$ cat config.mk
export PLATFORM = sky130hd
export DESIGN_NAME = uart_arbiter
export DESIGN_NICKNAME = d
export VERILOG_FILES = /design/src/rtl/uart_arbiter.sv
export SDC_FILE = /design/constraint.sdc
export NUM_CORES = 1
export LEC_CHECK = 0
export ABC_AREA = 1
export CORE_MARGIN = 2
export CORE_UTILIZATION = 37
export DETAILED_ROUTE_END_ITERATION = 12
export GPL_ROUTABILITY_DRIVEN = 0
export GPL_TIMING_DRIVEN = 0
export PLACE_DENSITY = 0.73
export SLEW_MARGIN = 20
export SYNTH_ARGS = -nofsm -noshare
export SYNTH_HDL_FRONTEND = slang
export SYNTH_SLANG_ARGS = --single-unit
$ cat constraint.sdc
create_clock -name clk -period 1.1 [get_ports clk]
set_input_delay 0.11 -clock clk [delete_from_list [all_inputs] [get_ports clk]]
set_output_delay 0.11 -clock clk [all_outputs]
set_load 0.005 [all_outputs]
$ cat src/rtl/uart_arbiter.sv
// uart_arbiter: shares one UART unit between two single-byte requesters.
// Grants one request at a time and runs the unit's go/done handshake.
// It routes completion and received data back to the owning port.
// Optional build macro: UART_ARB_FIXED_PRIO_EN. When it is defined, port 0
// always wins contention. When it is undefined, ports are served round-robin.
module uart_arbiter #(
    parameter int unsigned GAP_CYCLES = 0
) (
    input  logic       clk,
    input  logic       rst,
    input  logic [1:0] req,
    input  logic [1:0] rors,
    input  logic [7:0] txdata0,
    input  logic [7:0] txdata1,
    output logic [1:0] done,
    output logic [1:0] gnt,
    output logic [7:0] rxdata,
    output logic       u_go,
    output logic       u_rors,
    output logic [7:0] u_txdata,
    input  logic       u_done,
    input  logic [7:0] u_rxdata
);

    localparam int unsigned CW = 8;
    localparam logic [CW-1:0] GAP_LAST = CW'(GAP_CYCLES - 1);
    localparam bit GAP_EN = (GAP_CYCLES > 0);

    typedef enum logic [2:0] {
        IDLE = 3'd0,
        GO   = 3'd1,
        WAIT = 3'd2,
        RESP = 3'd3,
        GAP  = 3'd4
    } state_t;

    state_t        state;
    logic          owner;
    logic          win;
    logic [CW-1:0] gap_cnt;
`ifndef UART_ARB_FIXED_PRIO_EN
    logic          last;
`endif

    // Winner of the current IDLE evaluation.
    always_comb begin
        win = 1'b0;
`ifdef UART_ARB_FIXED_PRIO_EN
        win = ~req[0];
`else
        if (req == 2'b11) begin
            win = ~last;
        end else begin
            win = req[1];
        end
`endif
    end

    // Arbiter FSM with registered outputs; grant latches direction and data.
    always_ff @(posedge clk) begin
        if (rst) begin
            state    <= IDLE;
            owner    <= 1'b0;
            gap_cnt  <= '0;
            gnt      <= 2'b00;
            done     <= 2'b00;
            u_go     <= 1'b0;
            u_rors   <= 1'b0;
            u_txdata <= 8'h00;
            rxdata   <= 8'h00;
`ifndef UART_ARB_FIXED_PRIO_EN
            last     <= 1'b1;
`endif
        end else begin
            done <= 2'b00;
            u_go <= 1'b0;
            case (state)
                IDLE: begin
                    if (|req) begin
                        owner    <= win;
                        gnt      <= win ? 2'b10 : 2'b01;
                        u_rors   <= rors[win];
                        u_txdata <= win ? txdata1 : txdata0;
                        u_go     <= 1'b1;
                        state    <= GO;
                    end
                end
                GO: begin
                    state <= WAIT;
                end
                WAIT: begin
                    if (u_done) begin
                        if (!u_rors) begin
                            rxdata <= u_rxdata;
                        end
                        done  <= owner ? 2'b10 : 2'b01;
                        state <= RESP;
                    end
                end
                RESP: begin
`ifndef UART_ARB_FIXED_PRIO_EN
                    last    <= owner;
`endif
                    gnt     <= 2'b00;
                    gap_cnt <= '0;
                    state   <= GAP_EN ? GAP : IDLE;
                end
                GAP: begin
                    if (gap_cnt == GAP_LAST) begin
                        state <= IDLE;
                    end else begin
                        gap_cnt <= gap_cnt + 1'b1;
                    end
                end
                default: begin
                    state <= IDLE;
                end
            endcase
        end
    end

endmodule

==> impl_results.md, run 1 <==
* Initial Utilization at 38.4%
* Simple-gate portion of the synthesized area at 25.6%
* Vias per cell at 4.46
* I/O Pins at 53
* Yosys cell types at 20
* CP endpoint: gnt[1]$_SDFFE_PP0P_
* R2r setup slk at -170 ps
* Placed Instances at 261
* Mapped Cells at 165
* Maximum operating frequency at 0.789 GHz
* WL final at 3460 um
* Root buf cell: clkbuf_4
* Critical path launch point type: flip-flop
* Via count at 1245
* Cell repeated most along the worst path: inv_4
* Ant. Diodes at 0
* Syn_area_per_cell at 7.05 um^2
* Commonest non-fill, non-tap cell in the layout: nor2_1
* Worst slew pin tran at 241 ps
* Worst Hold Class: in2reg
* Compound-cell area share of the yosys netlist at 13.9%
* Critical path buffer and inverter count at 4
* Seq pwr share at 32.5%
* RSZ-0062 raised after global routing: yes
* Fin. max-slew vios at 0
* Power Internal at 2820 uW
* Die area at 0.00361 mm^2
* CP Cell Sequence: inv_4 -> ha_4 -> inv_4 -> buf_4 -> buf_6 -> nand2_4 -> nand3_1 -> a21oi_2
* H-tree levels at 1
* Core ar. at 0.00303 mm^2
* Worst hold stages at 3
* Outcome: finished, violations left
* Final period util at 115%
* Yosys top cell area share at 44.7%
* Mapped Area at 0.00116 mm^2
* Sw frac at 35.8%
* Final ANT Viol Nets at 0
* Sequential share of the synthesized area at 44.7%
* # setup viols final at 23
* PwrDens at 2050 mW/mm^2
* Critical Path RT at 1360 ps
* Post-route setup slack at -168 ps
* FF-to-FF End: gnt[1]$_SDFFE_PP0P_
* Synth top area cells: dfxtp_1, nor2_1, inv_1
* Net switching power at 1570 uW
* Global route total overflow at 0
* Layout fillers at 225
* Largest net degree at the start of global routing at 16
* Logic gate share of total power at 52.5%
* Initial antenna violation count at 0
* CTS Sinks at 26
* Maxcap violations at 0
* CP max stage cell: dfxtp_4
* CTS tree: done
* Synth area leader: dfxtp_1
* Critical path depth at 8
* Layout Nets at 271
* Layout area overhead at 84.0%
* Die Wd at 60.1 um
* Routed wire per std cell at 12.4 um
* Worst EP arrival at 1520 ps
* Number of port buffers at 52
* Yosys warns at 0
* Violated checks: negative setup slack
* Non-Filler Instances at 279
* Post-Synth Adder-Cell Area at 4.30%
* Clk buf depth at 2
* Clk_lat worst skew at 330 ps
* Hold Vio Cnt, Final at 0
* Number of global-route vias before repair at 1344
* Critical R2R Launch: state[1]$_SDFFE_PP0P_
* Leading cell types in the layout, fill and taps excluded: nor2_1, clkdlybuf4s50_1, inv_1, dfxtp_2, dlygate4sd2_1
* Util after Layout at 70.7%
* DRC viols at 0
* Clock power frac at 15.0%
* Crit path kind: reg2reg
* Post-Syn Nets at 200
* Post-Synth XOR/XNOR Area at 0%
* Die Y at 60.1 um
* CP Max Fanout at 4
* Static Leak at 0.00102 uW
* Delay of the slowest critical-path stage at 400 ps
* Drt initial violations at 18
* Fin crit period at 1270 ps
* Hpwl dp at 2100 um
* TritonCTS Buffers at 3
* Setup crit end kind: flip-flop
* Critical Path Start: state[1]$_SDFFE_PP0P_
* Cell depth of the worst flop-to-flop path at 8
* GRT Total Usage at 20.9%
* Global-route wire length before repair at 5730 um
* Largest delay share family, worst path: flip-flops
* Slew headroom at 83.9%
* Layout cells sized above 1 at 38.3%
* Clk slew on worst S/H paths at 150 ps
* Cell row count at 20
* Seq cells post-synth at 26
* Largest family of logic cells by synthesized area: simple AND/OR/NAND/NOR gates
* 1st-pass router iterations at 4
* Peak supply drop at 1.11 mV
* Mux cell area share after synthesis at 0%
* Worst clock skew at 14.5 ps
[flip-flops by register name (all words and copies together) (netlist names)]
| register | cells |
|---|---|
| rxdata | 8 |
| u_txdata | 8 |
| done | 2 |
| gnt | 2 |
| state | 2 |
| last | 1 |
| owner | 1 |
| u_go | 1 |
| u_rors | 1 |
[cells by family (layout without fill, tap and decap cells)]
family / after synthesis / after routing
AND/OR/NAND/NOR: 72 / 73
buffers and inverters: 32 / 101
AO/OA/AOI/OAI: 31 / 31
flip-flops: 26 / 26
adder cells (fa/ha/maj): 4 / 4
[synthesized netlist by cell type, drive strengths merged]
cell type,number
a21oi,3
and2,1
buf,4
dfxtp,26
ha,4
inv,28
nand2,10
nand3,5
nand3b,1
nor2,55
o211ai,1
o21ai,27
[worst min-delay path, stage by stage]
cell,delay [ps]
clkdlybuf4s50_1,390
o21ai_1,120
nor2_1,40
[layout make-up]
cell class	instances	area [um^2]	share of cell area, %
Timing Repair Buffer	65	613	28.6
Buffer	4	31.3	1.46
Multi-Input combinational cell	108	712	33.3
Inverter	28	128	5.96
Clock buffer	3	22.5	1.05
Tap cell	44	55.1	2.57
Sequential cell	26	549	25.7
Clock inverter	1	30.0	1.40
[routing by layer]
metal / global-route usage (%) / vias up / part of all wire (%) / routed length [um]
met5: 0 / - / 0 / 0
met4: 12.1 / 0 / 2.4 / 82
met3: 3.46 / 10 / 3.5 / 122
met2: 37.7 / 31 / 55 / 1910
met1: 22.6 / 559 / 39 / 1350
li1: - / 645 / - / -
[power groups by stage]
stage	registers [uW]	clock network (uW)	logic [uW]
finish	1430	658	2310
global route	1460	710	2520
CTS	1390	677	2050
detailed placement	1380	0	1520
global placement	1370	0	1490
floorplan	1380	0	801
[per-stage QoR]
step	hold slack (ps)	instance area, um^2	setup WS (ps)	setup TNS [ps]	total power, uW
floorplan	172	1180	-5.64	-45.1	2180
global placement	450	1760	-264	-4210	2860
detailed placement	456	1760	-281	-4500	2900
CTS	353	2030	-147	-1850	4120
global route	372	2140	-227	-3940	4690
finish	354	2140	-168	-2680	4390
[worst min path at each step]
stage / end / startpoint / slack, ps
4_1_cts: rxdata[0]$_SDFFE_PP0P_ / u_rxdata[0] / 350
3_5_place_dp: done[0]$_SDFF_PP0_ / owner$_SDFFE_PP0P_ / 460
3_3_place_gp: done[0]$_SDFF_PP0_ / owner$_SDFFE_PP0P_ / 450
5_1_grt: rxdata[0]$_SDFFE_PP0P_ / u_rxdata[0] / 370
6_report: rxdata[0]$_SDFFE_PP0P_ / u_rxdata[0] / 350
2_1_floorplan: gnt[0]$_SDFFE_PP0P_ / rst / 170
[timing repair]
action	4_1_cts	5_1_grt
gates resized for setup	94	31
pin swaps	24	25
cloned	2	0
setup buffers	11	2
hold buffers	0	0
endpoints found under the setup margin	42	24
Note: power is estimated with default switching activity, not from simulation.
==> run 2, diff against run 1 <==
- CELL_PAD_IN_SITES_DETAIL_PLACEMENT: not set -> 1
- CELL_PAD_IN_SITES_GLOBAL_PLACEMENT: not set -> 1
- CORE_UTILIZATION: 37 -> 25
- PLACE_DENSITY: 0.73 -> 0.72
==> run 2 against run 1 <==
Against the previous run: the flow still finishes with violations (negative setup slack); global-route usage is 5.7 points lower; highest routed layer unchanged; die area is 45% higher; critical path depth is 1 lower; worst hold slack worse by 190 ps; routed wire length is 7.2% higher; final cell count is 3.2% higher; register-to-register slack better by 50 ps; non-clock buffer count is 1 higher; clock power is 3.2% lower; worst setup slack better by 48 ps.
==> impl_results.md, run 2 (same netlist as run 1, synthesis figures left out) <==
* GRT Total Usage at 15.2%
* Leading cell types in the layout, fill and taps excluded: nor2_1, clkdlybuf4s50_1, dlygate4sd2_1, inv_1, o21ai_1
* TritonCTS Buffers at 3
* CTS tree: done
* Fin crit period at 1220 ps
* Worst EP arrival at 1430 ps
* Hold_buf cts at 0
* Number of port buffers at 52
* Met2 routed WL at 1880 um
* Hold path start: rst
* Highest routed layer: met4
* Hold Vio Cnt, Final at 0
* Critical path launch point type: flip-flop
* R2r setup slk at -120 ps
* Worst clock skew at 1.55 ps
* WL met3 at 157 um
* Setup crit end kind: flip-flop
* Crit path kind: reg2reg
* Final ANT Viol Nets at 0
* Hold EP: gnt[0]$_SDFFE_PP0P_
* Fin. max-slew vios at 0
* FF-to-FF End: gnt[0]$_SDFFE_PP0P_
* Hpwl dp at 2460 um
* PwrDens at 2000 mW/mm^2
* Initial Utilization at 26.4%
* Outcome: finished, violations left
* Cell depth of the worst flop-to-flop path at 7
* Slew headroom at 80.6%
* Via count at 1247
* Initial antenna violation count at 0
* # setup viols final at 21
* Static Leak at 0.00102 uW
* DRC viols at 0
* Clk_lat worst skew at 270 ps
* Multi-input logic area at 671 um^2
* CTS Sinks at 26
* Largest registers: rxdata x8, u_txdata x8
* Critical R2R Launch: state[1]$_SDFFE_PP0P_
* Ant. Diodes at 0
* Worst hold stages at 2
* H-tree levels at 1
* M1 wire length at 1640 um
* Placed Instances at 269
* Global route total overflow at 0
* CP Max Fanout at 10
* Layout Nets at 272
* Largest net degree at the start of global routing at 15
* Cell row count at 24
* Commonest non-fill, non-tap cell in the layout: nor2_1
* Vias per cell at 4.33
* Maximum operating frequency at 0.820 GHz
* WL final at 3710 um
* I/O Pins at 53
* Post-route setup slack at -119 ps
* Non-Filler Instances at 288
* Layout cells sized above 1 at 34.7%
* Clk buf depth at 2
* Global-route wire length before repair at 6200 um
* Die area at 0.00522 mm^2
* Root buf cell: clkbuf_8
* Die Wd at 72.2 um
* Routed wire per std cell at 12.9 um
* Clk slew on worst S/H paths at 90 ps
* RSZ-0062 raised after global routing: yes
* Peak supply drop at 0.755 mV
* Final period util at 111%
* Violated checks: negative setup slack
* Maxcap violations at 0
* Register area at 542 um^2
* Drt initial violations at 25
* Number of global-route vias before repair at 1314
* Core ar. at 0.00441 mm^2
* Worst slew pin tran at 291 ps
* 1st-pass router iterations at 4
* Layout fillers at 535
* Critical Path RT at 1310 ps
* Util after Layout at 48.1%
* Worst Hold Class: in2reg
* Layout area overhead at 82.5%
* Die Y at 72.2 um
[run 2: how the worst max path moves through the flow]
stage / startpoint / end / depth (start not counted)
after floorplan: state[0]$_SDFFE_PP0P_ / rxdata[0]$_SDFFE_PP0P_ / 8
after global placement: req[1] / gnt[0]$_SDFFE_PP0P_ / 6
after detailed placement: req[0] / u_txdata[6]$_SDFFE_PP0P_ / 6
after CTS: state[0]$_SDFFE_PP0P_ / u_txdata[2]$_SDFFE_PP0P_ / 8
after global routing: state[1]$_SDFFE_PP0P_ / u_txdata[7]$_SDFFE_PP0P_ / 8
final: state[1]$_SDFFE_PP0P_ / gnt[0]$_SDFFE_PP0P_ / 7
[run 2: worst max-delay path, stage by stage, from the launching register on]
cell and delay [ps]:
dfxtp_4 370, inv_4 60, ha_4 140, inv_4 40, nor2_4 170, buf_6 180, nand3_2 80, a21oi_2 110
[run 2: metrics by stage]
stage	power, uW	hold WS [ps]	setup slack [ps]	cell area, um^2	setup TNS (ps)
global route	4570	176	-203	2120	-3690
floorplan	2180	172	-5.64	1180	-45.1
finish	4250	166	-119	2120	-1930
global placement	2910	450	-296	1770	-4700
detailed placement	2950	458	-311	1770	-5140
CTS	4220	441	-153	2090	-2430
[run 2: final cells by class]
type	instances	area share, %
Multi-Input combinational cell	108	31.6
Timing Repair Buffer	66	29.8
Sequential cell	26	25.5
Clock buffer	4	2.59
Tap cell	52	3.06
Buffer	4	1.65
Inverter	28	5.77
[run 2: power by group]
part,switching [uW],total [uW],internal (uW)
Combinational,1050,2210,1170
Sequential,162,1400,1240
Clock,317,637,320
Total,1530,4250,2720
[run 2: routing by layer]
layer,up-vias,track usage [%]
met5,-,0
met1,564,18.6
met2,28,27.2
met4,0,3.77
met3,4,3.06
li1,651,-
[run 2: repair_timing]
| item | 4_1_cts | 5_1_grt |
|---|---|---|
| resized for setup | 91 | 13 |
| buffers inserted | 14 | 0 |
| gates cloned | 1 | 0 |
| setup endpoints to repair | 43 | 25 |
| pin swaps | 27 | 15 |
